## config.mk

```make
export PLATFORM = sky130hd
export DESIGN_NAME = wash_countdown_timer
export DESIGN_NICKNAME = d
export VERILOG_FILES = /design/src/rtl/wash_timer_pkg.sv /design/src/rtl/wash_tick_gen.sv /design/src/rtl/wash_countdown_timer.sv
export SDC_FILE = /design/constraint.sdc
export NUM_CORES = 1
export LEC_CHECK = 0
export ABC_AREA = 0
export CORE_ASPECT_RATIO = 1.1
export CORE_MARGIN = 2
export CORE_UTILIZATION = 65
export CTS_BUF_LIST = sky130_fd_sc_hd__clkbuf_8
export CTS_CLUSTER_SIZE = 28
export DETAILED_ROUTE_END_ITERATION = 10
export DONT_BUFFER_PORTS = 1
export GPL_TIMING_DRIVEN = 0
export HOLD_SLACK_MARGIN = 0.02
export PLACE_DENSITY = 0.81
export SLEW_MARGIN = 20
export SYNTH_ARGS = -nofsm -noshare
export SYNTH_HDL_FRONTEND = slang
export SYNTH_SLANG_ARGS = --single-unit
```

## constraint.sdc

```tcl
create_clock -name sysclk -period 5.1 [get_ports sysclk]
set_clock_uncertainty 0.1 [all_clocks]
set_input_delay 0.255 -clock sysclk [delete_from_list [all_inputs] [get_ports sysclk]]
set_output_delay 0.255 -clock sysclk [all_outputs]
set_load 0.05 [all_outputs]
```

## src/rtl/wash_timer_pkg.sv

```systemverilog
// Shared types and limits for the wash-cycle countdown timer.
package wash_timer_pkg;

   typedef enum logic [1:0] {
      StIdle  = 2'd0,
      StRun   = 2'd1,
      StPause = 2'd2,
      StDone  = 2'd3
   } wash_state_e;

   localparam logic [6:0] MaxMin = 7'd99;
   localparam logic [5:0] MaxSec = 6'd59;

   function automatic logic [13:0] to_fnd(input logic [6:0] mm, input logic [5:0] ss);
      return 14'(mm) * 14'd100 + 14'(ss);
   endfunction

endpackage

```

## src/rtl/wash_tick_gen.sv

```systemverilog
// One-second tick prescaler: counts while enabled, holds when disabled, clear wins.
module wash_tick_gen #(
   parameter int unsigned TICK_DIV = 100_000_000
) (
   input  logic sysclk,
   input  logic i_rst,
   input  logic i_en,
   input  logic i_clr,
   output logic o_tick
);

   localparam int unsigned CntW = (TICK_DIV > 1) ? $clog2(TICK_DIV) : 1;
   localparam logic [CntW-1:0] CntMax = CntW'(TICK_DIV - 1);

   logic [CntW-1:0] cnt_q, cnt_d;

   assign o_tick = i_en && (cnt_q == CntMax);

   always_comb begin
      cnt_d = cnt_q;
      if (i_clr) begin
         cnt_d = '0;
      end else if (i_en) begin
         cnt_d = o_tick ? '0 : cnt_q + CntW'(1);
      end
   end

   always_ff @(posedge sysclk) begin
      if (i_rst) begin
         cnt_q <= '0;
      end else begin
         cnt_q <= cnt_d;
      end
   end

endmodule

```

## src/rtl/wash_countdown_timer.sv

```systemverilog
// Wash-phase mm:ss countdown with start/pause/stop control and decimal display output.
module wash_countdown_timer
   import wash_timer_pkg::*;
#(
   parameter int unsigned TICK_DIV = 100_000_000
) (
   input  logic        sysclk,
   input  logic        i_rst,
   input  logic        i_load,
   input  logic [6:0]  i_min,
   input  logic [5:0]  i_sec,
   input  logic        i_start,
   input  logic        i_pause,
   input  logic        i_stop,
   output logic [13:0] o_fndData,
   output logic [1:0]  o_state,
   output logic        o_done
);

   wash_state_e state_q, state_d;
   logic [6:0]  sh_min_q, sh_min_d, rem_min_q, rem_min_d, min_clamp;
   logic [5:0]  sh_sec_q, sh_sec_d, rem_sec_q, rem_sec_d, sec_clamp;
   logic        done_q, done_d;
   logic [13:0] fnd_q;
   logic        tick, tick_en, tick_clr, rem_zero, sh_zero;

   assign min_clamp = (i_min > MaxMin) ? MaxMin : i_min;
   assign sec_clamp = (i_sec > MaxSec) ? MaxSec : i_sec;
   assign rem_zero  = (rem_min_q == '0) && (rem_sec_q == '0);
   assign sh_zero   = (sh_min_q == '0) && (sh_sec_q == '0);

   // A coinciding pause/stop must also freeze the prescaler, not just block the decrement.
   assign tick_en = (state_q == StRun) && !i_stop && !i_pause;

   wash_tick_gen #(
      .TICK_DIV(TICK_DIV)
   ) u_tick_gen (
      .sysclk(sysclk),
      .i_rst (i_rst),
      .i_en  (tick_en),
      .i_clr (tick_clr),
      .o_tick(tick)
   );

   always_comb begin
      state_d   = state_q;
      sh_min_d  = sh_min_q;
      sh_sec_d  = sh_sec_q;
      rem_min_d = rem_min_q;
      rem_sec_d = rem_sec_q;
      done_d    = 1'b0;
      tick_clr  = 1'b0;
      unique case (state_q)
         StIdle: begin
            if (i_start && !rem_zero) begin
               state_d  = StRun;
               tick_clr = 1'b1;
            end else if (i_load) begin
               sh_min_d  = min_clamp;
               sh_sec_d  = sec_clamp;
               rem_min_d = min_clamp;
               rem_sec_d = sec_clamp;
            end
         end
         StRun: begin
            if (i_stop) begin
               state_d   = StIdle;
               rem_min_d = sh_min_q;
               rem_sec_d = sh_sec_q;
            end else if (i_pause) begin
               state_d = StPause;
            end else if (tick) begin
               if (rem_sec_q != '0) begin
                  rem_sec_d = rem_sec_q - 6'd1;
               end else begin
                  rem_min_d = rem_min_q - 7'd1;
                  rem_sec_d = MaxSec;
               end
               if ((rem_min_q == '0) && (rem_sec_q == 6'd1)) begin
                  state_d = StDone;
                  done_d  = 1'b1;
               end
            end
         end
         StPause: begin
            if (i_stop) begin
               state_d   = StIdle;
               rem_min_d = sh_min_q;
               rem_sec_d = sh_sec_q;
            end else if (i_start) begin
               state_d = StRun;
            end
         end
         StDone: begin
            if (i_stop) begin
               state_d   = StIdle;
               rem_min_d = sh_min_q;
               rem_sec_d = sh_sec_q;
            end else if (i_start && !sh_zero) begin
               state_d   = StRun;
               tick_clr  = 1'b1;
               rem_min_d = sh_min_q;
               rem_sec_d = sh_sec_q;
            end else if (i_load) begin
               state_d   = StIdle;
               sh_min_d  = min_clamp;
               sh_sec_d  = sec_clamp;
               rem_min_d = min_clamp;
               rem_sec_d = sec_clamp;
            end
         end
         default: state_d = StIdle;
      endcase
   end

   always_ff @(posedge sysclk) begin
      if (i_rst) begin
         state_q   <= StIdle;
         sh_min_q  <= '0;
         sh_sec_q  <= '0;
         rem_min_q <= '0;
         rem_sec_q <= '0;
         done_q    <= 1'b0;
         fnd_q     <= '0;
      end else begin
         state_q   <= state_d;
         sh_min_q  <= sh_min_d;
         sh_sec_q  <= sh_sec_d;
         rem_min_q <= rem_min_d;
         rem_sec_q <= rem_sec_d;
         done_q    <= done_d;
         fnd_q     <= to_fnd(rem_min_q, rem_sec_q);
      end
   end

   assign o_fndData = fnd_q;
   assign o_state   = state_q;
   assign o_done    = done_q;

endmodule
```

==> impl_metrics.env, run 1 <==
export IMPL_status="finished clean"
export IMPL_ir_worst_vdd_uv=274
export IMPL_antenna_found_initial=0
export IMPL_postSynth_asyncResetShare=0
export IMPL_synth_seq_cells=70
export IMPL_relSlewSlack=0.429
export IMPL_cp_end_kind="flip-flop"
export IMPL_dp_hpwl_um=8400
export IMPL_setup_tns_ps=0
export IMPL_required_ps=5310
export IMPL_grt_pass1_vias=4025
export IMPL_wl_per_cell_um=17.3
export IMPL_die_h_um=92.2
export IMPL_drtIter0Drc=210
export IMPL_fillers=564
export IMPL_p_leak_uw=0.00200
export IMPL_cts_sink_count=70
export IMPL_dpl_worst_slack_ps=1410
export IMPL_routed_wl_um=11200
export IMPL_ys_top_cells_by_area="dfxtp_1 30%, ha_1 12%, nor2_1 6.1%"
export IMPL_synthesis_area_sq_mm=0.00460
export IMPL_timing_hold_violations_final=0
export IMPL_synth_top_area_share=0.305
export IMPL_grt_first_pass_wirelength_um=18800
export IMPL_synth_most_common_cell="nor2_1"
export IMPL_seq_area_frac_synth=0.305
export IMPL_grt_max_degree=11
export IMPL_ant_nets=0
export IMPL_num_rows=32
export IMPL_syn_area_per_cell_sq_um=8.52
export IMPL_setup_viol=0
export IMPL_postLayoutSetupSlackWorst_ps=1380
export IMPL_area_growth_pct=8.38
export IMPL_worstMarginPinSlew_ps=845
export IMPL_die_w_um=84.2
export IMPL_syn_nets=607
export IMPL_cpMostUsedCell="ha_1"
export IMPL_power_density_mw_per_mm2=479
export IMPL_synth_edf_count=0
export IMPL_h_tree_depth=3
export IMPL_power_uw=2390
export IMPL_finalMaxSlewViolations=0
export IMPL_critPathLaunchType="flip-flop"
export IMPL_drcViolationCount=0
export IMPL_cts_clk_slew_worst_paths_ps=80
export IMPL_cts_tree="yes"
export IMPL_syn_instance_count=540
export IMPL_synthTopCellsByCount="75 x nor2_1, 70 x dfxtp_1, 45 x ha_1, 27 x nand2_1"
export IMPL_crit_fanout=6
export IMPL_seq_area_sq_mm=0.00140
export IMPL_crit_chain="inv_1 -> ha_1 -> ha_1 -> fa_1 -> ha_1 -> o21a_1 -> and2_1 -> nor4_1 -> nand3_1 -> a211o_1 -> nand2_1"
export IMPL_fin_nets=627
export IMPL_port_buffers=0
export IMPL_cap_violations=0
export IMPL_finalCritPeriodShare=0.729
export IMPL_cts_root_buf="clkbuf_8"
export IMPL_synth_largest_area_cell="dfxtp_1"
export IMPL_place_congestion=0.958
export IMPL_path_class="flip-flop to flip-flop"
export IMPL_synth_ff_type="dfxtp_1"
export IMPL_utilization=0.720
export IMPL_drive_gt1_frac=0.0639
export IMPL_ios=36
export IMPL_dr_pass1_iters=5
export IMPL_vias=4133
export IMPL_hold_path_class="primary input to flip-flop"
export IMPL_grt_overflow=0
export IMPL_clk_latency_ps=350
export IMPL_multiInputGateArea_sq_mm=0.00303
export IMPL_clock_path_buffers=2
export IMPL_fmax_mhz=269
export IMPL_antenna_cells=0
export IMPL_cts_resized=0
export IMPL_yosys_warnings=0
export IMPL_grt_setup_unrepaired="no"
export IMPL_grt_use_total=0.301
export IMPL_slowest_delay_ps=500
export IMPL_fin_crit_ps=3720
export IMPL_start_util=0.664
export IMPL_cp_slowest_cell="dfxtp_1"
export IMPL_yosysUniqueCellTypes=66
export IMPL_dieArea_sq_mm=0.00777
export IMPL_critPathArrivalTime_ps=3920
export IMPL_core_area_sq_mm=0.00693
export IMPL_cts_buffers=9
export IMPL_viasPerCell=6.38
## sequential cells by signal (all words and copies together) (netlist names)
name and count:
o_done 1, u_tick_gen.cnt_q 27, sh_sec_q 6, o_state 2
rem_sec_q 6, rem_min_q 7, sh_min_q 7, o_fndData 14
## final timing paths
kind                                         start                          endpoint  slack (ps)  cells after the start
setup reg to reg         rem_min_q[2]$_SDFFE_PP0P_          o_fndData[13]$_SDFF_PP0_        1380                     11
setup / recovery         rem_min_q[2]$_SDFFE_PP0P_          o_fndData[13]$_SDFF_PP0_        1380                     11
hold / removal                             i_pause  u_tick_gen.cnt_q[1]$_SDFFE_PP0P_          70                      3
hold reg to reg   u_tick_gen.cnt_q[1]$_SDFFE_PP0P_  u_tick_gen.cnt_q[1]$_SDFFE_PP0P_         380                      2
## cell type report
type,instances,area share
Multi-Input combinational cell,429,0.608
Sequential cell,70,0.281
Clock buffer,11,0.0304
Tap cell,85,0.0213
Timing Repair Buffer,9,0.0181
Inverter,23,0.0173
Buffer,18,0.0163
Clock inverter,3,0.00753
## cells in the final DEF, fill, tap and decap left out, types with 6 or more instances in the layout
master | Yosys | routed
a211o_1 | 7 | 7
a211oi_1 | 10 | 10
a21oi_1 | 21 | 21
a22oi_1 | 6 | 6
and3_1 | 7 | 7
clkbuf_1 | 11 | 11
clkbuf_8 | 0 | 11
dfxtp_1 | 70 | 70
dlygate4sd3_1 | 0 | 9
ha_1 | 45 | 45
inv_1 | 23 | 25
mux2i_1 | 12 | 12
nand2_1 | 27 | 27
nand2b_1 | 8 | 8
nand3_1 | 16 | 16
nand4_1 | 13 | 13
nor2_1 | 75 | 75
nor2b_1 | 14 | 14
nor3_1 | 11 | 11
nor4_1 | 8 | 8
o21ai_0 | 24 | 24
o22a_1 | 6 | 6
xnor2_1 | 13 | 13
xor2_1 | 24 | 24
## kinds of logic after synthesis
family                     Yosys count  share of synthesized area
muxes                               12                     0.0261
AOI/OAI and AO/OA                  120                      0.189
xor gates and xnor gates            37                     0.0704
buffers and inverters               41                     0.0364
and+or+nand+nor                    212                      0.238
DFF                                 70                      0.305
adders and majority gates           48                      0.135
## worst max-delay path: cells and delay by family (launching register included)
kind / cells / cell delay (ps)
buffers and inverters: 1 / 180
AND/OR/NAND/NOR: 4 / 890
flip-flops: 1 / 500
AO/OA/AOI/OAI: 2 / 520
adder cells (fa/ha/maj): 4 / 1490
## per-layer routing
layer / GRT usage / wire, um
met3: 0.0531 / 589
met4: 0.161 / 471
met1: 0.350 / 4590
met5: 0 / 0
met2: 0.523 / 5580
## power by group
part           switching (uW)  internal, uW
combinational             611           457
clock                     203           244
sequential                234           637
total                    1050          1340
## through the flow
stage | instances | hold slack, ps | area [sq um]
floorplan | 540 | 302 | 4600
global placement | 625 | 306 | 4710
detailed placement | 625 | 312 | 4710
CTS | 648 | 57.4 | 4990
global route | 648 | 82.7 | 4990
finish | 648 | 71.2 | 4990
## repair_timing
action / in CTS / in global routing
hold buffers: 9 / 0
endpoints found under the hold margin: 9 / 0
setup buffers: 0 / 0
Note: power is estimated with default switching activity, not from simulation.
==> run 2: changes to the inputs <==
- CORE_UTILIZATION: 65 -> 60
- PLACE_DENSITY: 0.81 -> 0.79
- clock period: 5.1 -> 3 ns (I/O delays scaled with it)
==> run 2 against run 1 <==
Effect of this change:
- non-clock buffer count increased by 15
- critical endpoint unchanged
- register-to-register slack got worse by 1400 ps
- largest power group unchanged
- setup slack worse by 1400 ps
- combinational power grew 120%
- clock power up 88%
- critical path type unchanged
==> impl_metrics.env, run 2 (same netlist as run 1, synthesis figures left out) <==
export IMPL_dieArea_sq_mm=0.00839
export IMPL_cts_root_buf="clkbuf_8"
export IMPL_endpoint="o_fndData[13]$_SDFF_PP0_"
export IMPL_place_congestion=0.950
export IMPL_drive_gt1_frac=0.138
export IMPL_crit_fanout=6
export IMPL_largest_reg_flops=27
export IMPL_p_leak_uw=0.00209
export IMPL_cts_clk_slew_worst_paths_ps=80
export IMPL_dp_cells=627
export IMPL_hold_ws_ps=37.5
export IMPL_stdcell_count=667
export IMPL_cp_end_kind="flip-flop"
export IMPL_rr_startpoint="rem_min_q[0]$_SDFFE_PP0P_"
export IMPL_start_util=0.619
export IMPL_antenna_found_initial=0
export IMPL_port_buffers=0
export IMPL_grt_pass1_vias=4144
export IMPL_place_area_sq_mm=0.00474
export IMPL_fmax_mhz=334
export IMPL_cp_startpoint="rem_min_q[0]$_SDFFE_PP0P_"
export IMPL_viasPerCell=6.46
export IMPL_die_h_um=95.8
export IMPL_power_density_mw_per_mm2=861
export IMPL_r2r_slack_ps=9
export IMPL_fin_nets=642
export IMPL_reg2reg_to="o_fndData[13]$_SDFF_PP0_"
export IMPL_antenna_cells=0
export IMPL_die_w_um=87.5
export IMPL_ios=36
export IMPL_cts_tree="yes"
export IMPL_grt_setup_unrepaired="yes"
export IMPL_num_rows=33
export IMPL_regMostFlops="u_tick_gen.cnt_q"
export IMPL_routed_wl_um=12500
export IMPL_drcViolationCount=0
export IMPL_final_common_cell="nor2_1"
export IMPL_cts_sink_count=70
export IMPL_hold_path_class="primary input to flip-flop"
export IMPL_clk_latency_ps=360
export IMPL_status="finished clean"
export IMPL_grt_first_pass_wirelength_um=19800
export IMPL_dp_hpwl_um=8360
export IMPL_drtIter0Drc=261
export IMPL_grt_max_degree=13
export IMPL_area_growth_pct=17.3
export IMPL_busiest_layer="met2"
export IMPL_dr_pass1_iters=5
export IMPL_timing_hold_violations_final=0
export IMPL_finalCritPeriodShare=0.997
export IMPL_postLayoutCellArea_sq_mm=0.00540
export IMPL_setup_tns_ps=0
export IMPL_fin_crit_ps=2990
export IMPL_critPathLaunchType="flip-flop"
export IMPL_critPathArrivalTime_ps=3200
export IMPL_finalMaxSlewViolations=0
export IMPL_use_met2=0.543
export IMPL_ant_nets=0
export IMPL_cts_buffers=9
export IMPL_gr_usage_met3=0.0626
export IMPL_mostFrequentLayoutCells="75 x nor2_1, 63 x dfxtp_1, 33 x ha_1"
export IMPL_relSlewSlack=0.454
export IMPL_vias=4312
export IMPL_worstMarginPinSlew_ps=809
export IMPL_required_ps=3210
export IMPL_path_class="flip-flop to flip-flop"
export IMPL_grt_use_total=0.303
export IMPL_cap_violations=0
export IMPL_clock_path_buffers=2
export IMPL_h_tree_depth=3
export IMPL_ir_worst_vdd_uv=523
export IMPL_grt_overflow=0
export IMPL_min_delay_start="i_sec[2]"
export IMPL_core_area_sq_mm=0.00743
export IMPL_grtUsageMet1=0.337
export IMPL_r2r_cells=12
export IMPL_wl_per_cell_um=18.7
export IMPL_setup_viol=0
-- run 2: cell count changes in the layout (fill, tap and decap cells not counted), sizes merged --
| cell | delta |
|---|---|
| dlygate4sd3 | +7 |
| bufinv | +1 |
| clkbuf | -2 |
| inv | -1 |
| clkinvlp | +1 |
| clkinv | +3 |
| buf | +8 |
-- run 2: worst min path at each step --
stage | endpoint | slack, ps | depth (start not counted)
after floorplan | sh_min_q[5]$_SDFFE_PP0P_ | 200 | 2
after global placement | sh_min_q[4]$_SDFFE_PP0P_ | 200 | 2
after detailed placement | sh_min_q[2]$_SDFFE_PP0P_ | 210 | 2
after CTS | sh_sec_q[0]$_SDFFE_PP0P_ | 30 | 2
after global routing | rem_sec_q[4]$_SDFFE_PP0P_ | 50 | 3
final | sh_sec_q[0]$_SDFFE_PP0P_ | 40 | 2
-- run 2: power breakdown --
group	internal [uW]	switching, uW	total (uW)
logic	1060	1250	2310
registers	1100	400	1500
clock network	463	377	841
-- run 2: per-stage QoR --
stage	power [uW]	setup slack [ps]	util
6_report	4650	9.28	0.726
5_1_grt	4910	-98.2	0.726
3_5_place_dp	3310	-279	0.638
4_1_cts	4440	3.34	0.714
3_3_place_gp	3270	-231	0.638
2_1_floorplan	2900	14.2	-
-- run 2: what timing repair did --
action | in CTS | in global routing
hold endpoints to repair | 16 | 0
hold buffers | 16 | 0
resized for setup | 27 | 12
buffers inserted | 6 | 2
gates cloned | 0 | 0
setup endpoints to repair | 4 | 8
pin swaps | 12 | 6
-- run 2: metal layers --
layer,share of wire,vias up
met5,0,-
met4,0.043,0
met3,0.062,63
met2,0.50,196
met1,0.40,2032
li1,-,2021
-- run 2: final cells by class --
class,instances,area (sq um)
clock buffer,9,124
timing repair buffer,24,224
inverter,23,96.3
fill,576,2040
clock inverter,7,90.1
multi-input combinational,429,3250
tap,87,109
sequential,70,1430
buffer,18,81.3
-- run 2: critical path, cell delays in order, from the launching register on --
cell,delay (ps)
dfxtp_4,390
inv_1,80
ha_1,330
ha_1,300
ha_1,190
inv_1,70
fa_2,360
nor2b_2,190
o2111a_1,240
a311oi_2,60
or2_2,310
a211o_1,270
nand2_1,60
==> run 3: changes to the inputs <==
==> constraint.sdc (replaced) <==
create_clock -name sysclk -period 3 [get_ports sysclk]
set_clock_uncertainty 0.1 [all_clocks]
set_input_delay 0.3 -clock sysclk [delete_from_list [all_inputs] [get_ports sysclk]]
set_output_delay 0.3 -clock sysclk [all_outputs]
set_load 0.05 [all_outputs]
==> run 3 against run 2 <==
Effect of this change:
- the run now ends with setup timing left
- cell count is 0.60% lower
- first-iteration DRC count is 4.2% higher
- non-clock buffer count is 4 lower
- count of clock-buffer cells in the layout stayed put
- global-route usage is 0.98 points lower
- clock power hardly changed
- largest power group unchanged
==> impl_metrics.env, run 3 (same netlist as run 1, synthesis figures left out) <==
export IMPL_h_tree_depth=3
export IMPL_stdcell_count=663
export IMPL_clock_path_buffers=2
export IMPL_postLayoutSetupSlackWorst_ps=-7.67
export IMPL_clk_latency_ps=370
export IMPL_core_area_sq_mm=0.00743
export IMPL_fillers=583
export IMPL_power_density_mw_per_mm2=874
export IMPL_ios=36
export IMPL_path_class="flip-flop to flip-flop"
export IMPL_cap_violations=0
export IMPL_cts_sink_count=70
export IMPL_vias=4241
export IMPL_timing_hold_violations_final=0
export IMPL_cp_end_kind="flip-flop"
export IMPL_status="complete, but fails checks"
export IMPL_grt_setup_unrepaired="yes"
export IMPL_violations="setup timing"
export IMPL_port_buffers=0
export IMPL_r2r_slack_ps=-8
export IMPL_critPathLaunchType="flip-flop"
export IMPL_drive_gt1_frac=0.146
export IMPL_crit_fanout=4
export IMPL_dr_pass1_iters=5
export IMPL_antenna_cells=0
export IMPL_drtIter0Drc=272
export IMPL_dp_cells=627
export IMPL_routed_wl_um=12400
export IMPL_cp_startpoint="rem_min_q[2]$_SDFFE_PP0P_"
export IMPL_grt_max_degree=13
export IMPL_place_area_sq_mm=0.00474
export IMPL_finalMaxSlewViolations=0
export IMPL_endpoint="o_fndData[13]$_SDFF_PP0_"
export IMPL_start_util=0.619
export IMPL_multiInputGateArea_sq_mm=0.00326
export IMPL_min_delay_start="i_sec[4]"
export IMPL_antenna_found_initial=0
export IMPL_die_w_um=87.5
export IMPL_cts_root_buf="clkbuf_8"
export IMPL_die_h_um=95.8
export IMPL_postLayoutCellArea_sq_mm=0.00537
export IMPL_cts_clk_slew_worst_paths_ps=80
export IMPL_rr_startpoint="rem_min_q[2]$_SDFFE_PP0P_"
export IMPL_ant_nets=0
export IMPL_regMostFlops="u_tick_gen.cnt_q"
export IMPL_hold_path_class="primary input to flip-flop"
export IMPL_worstMarginPinSlew_ps=803
export IMPL_place_congestion=0.950
export IMPL_largest_reg_flops=27
export IMPL_viasPerCell=6.40
export IMPL_fin_nets=638
export IMPL_required_ps=3220
export IMPL_dp_hpwl_um=8360
export IMPL_relSlewSlack=0.458
export IMPL_area_growth_pct=16.6
export IMPL_grt_first_pass_wirelength_um=19100
export IMPL_cts_buffers=9
export IMPL_grt_use_total=0.294
export IMPL_r2r_cells=11
export IMPL_grt_overflow=0
export IMPL_setup_viol=1
export IMPL_reg2reg_to="o_fndData[13]$_SDFF_PP0_"
export IMPL_cts_tree="yes"
export IMPL_drcViolationCount=0
export IMPL_ir_worst_vdd_uv=523
export IMPL_fin_crit_ps=3010
export IMPL_seq_area_sq_mm=0.00143
export IMPL_wl_per_cell_um=18.7
export IMPL_dieArea_sq_mm=0.00839
export IMPL_num_rows=33
export IMPL_finalCritPeriodShare=1.00
export IMPL_final_common_cell="nor2_1"
export IMPL_mostFrequentLayoutCells="75 x nor2_1, 63 x dfxtp_1, 33 x ha_1"
export IMPL_grt_pass1_vias=4036
export IMPL_fmax_mhz=332
export IMPL_critPathArrivalTime_ps=3220
export IMPL_p_leak_uw=0.00207
==> run 3: per-stage QoR <==
stage	total power, uW	setup slack, ps	util	TNS (ps)	hold slack, ps
floorplan	2900	14.2	-	0	345
global route	4940	-102	0.722	-328	57.2
CTS	4430	3.34	0.704	0	29.1
detailed placement	3310	-279	0.638	-647	357
global placement	3270	-231	0.638	-540	351
finish	4690	-7.67	0.722	-7.67	26.6
==> run 3: how the worst min path moves through the flow <==
stage / endpoint / cells after the start
after CTS: sh_sec_q[4]$_SDFFE_PP0P_ / 2
after global routing: sh_sec_q[4]$_SDFFE_PP0P_ / 2
final: sh_sec_q[4]$_SDFFE_PP0P_ / 2
after detailed placement: sh_min_q[2]$_SDFFE_PP0P_ / 2
after floorplan: u_tick_gen.cnt_q[1]$_SDFFE_PP0P_ / 2
after global placement: sh_min_q[4]$_SDFFE_PP0P_ / 2
==> run 3: repair_timing <==
item                                   in CTS  in global routing
buffers inserted                            6                  6
pin swaps                                  12                  8
hold buffers                                8                  0
gates cloned                                0                  0
setup endpoints to repair                   4                  8
endpoints found under the hold margin       8                  0
gates resized for setup                    27                 16
==> run 3: cell type report <==
cell class | instances | area share
clock buffer | 9 | 0.0231
multi-input combinational | 429 | 0.608
sequential | 70 | 0.266
timing repair buffer | 20 | 0.0324
tap | 87 | 0.0203
clock inverter | 7 | 0.0168
buffer | 18 | 0.0152
inverter | 23 | 0.0189
==> run 3: power breakdown <==
part	internal [uW]	total (uW)	switching [uW]
Clock	463	842	379
Combinational	1080	2340	1260
Sequential	1100	1500	406
Total	2640	4690	2050
==> run 3: worst max-delay path: stages, from the launching register on <==
cell      delay [ps]
dfxtp_4          380
inv_6             50
ha_4             240
ha_4             240
fa_1             480
ha_4             200
or2_2            310
o21ai_1          190
a311oi_2         150
or2_2            310
a211o_1          270
nand2_1           60
==> run 3: per-layer routing <==
layer  GRT usage  up-vias  wire length [um]
met5           0        -                 0
met4       0.153        0               615
met3      0.0540       60               694
met2       0.523      173              6160
met1       0.331     1999              4950
li1            -     2009                 -
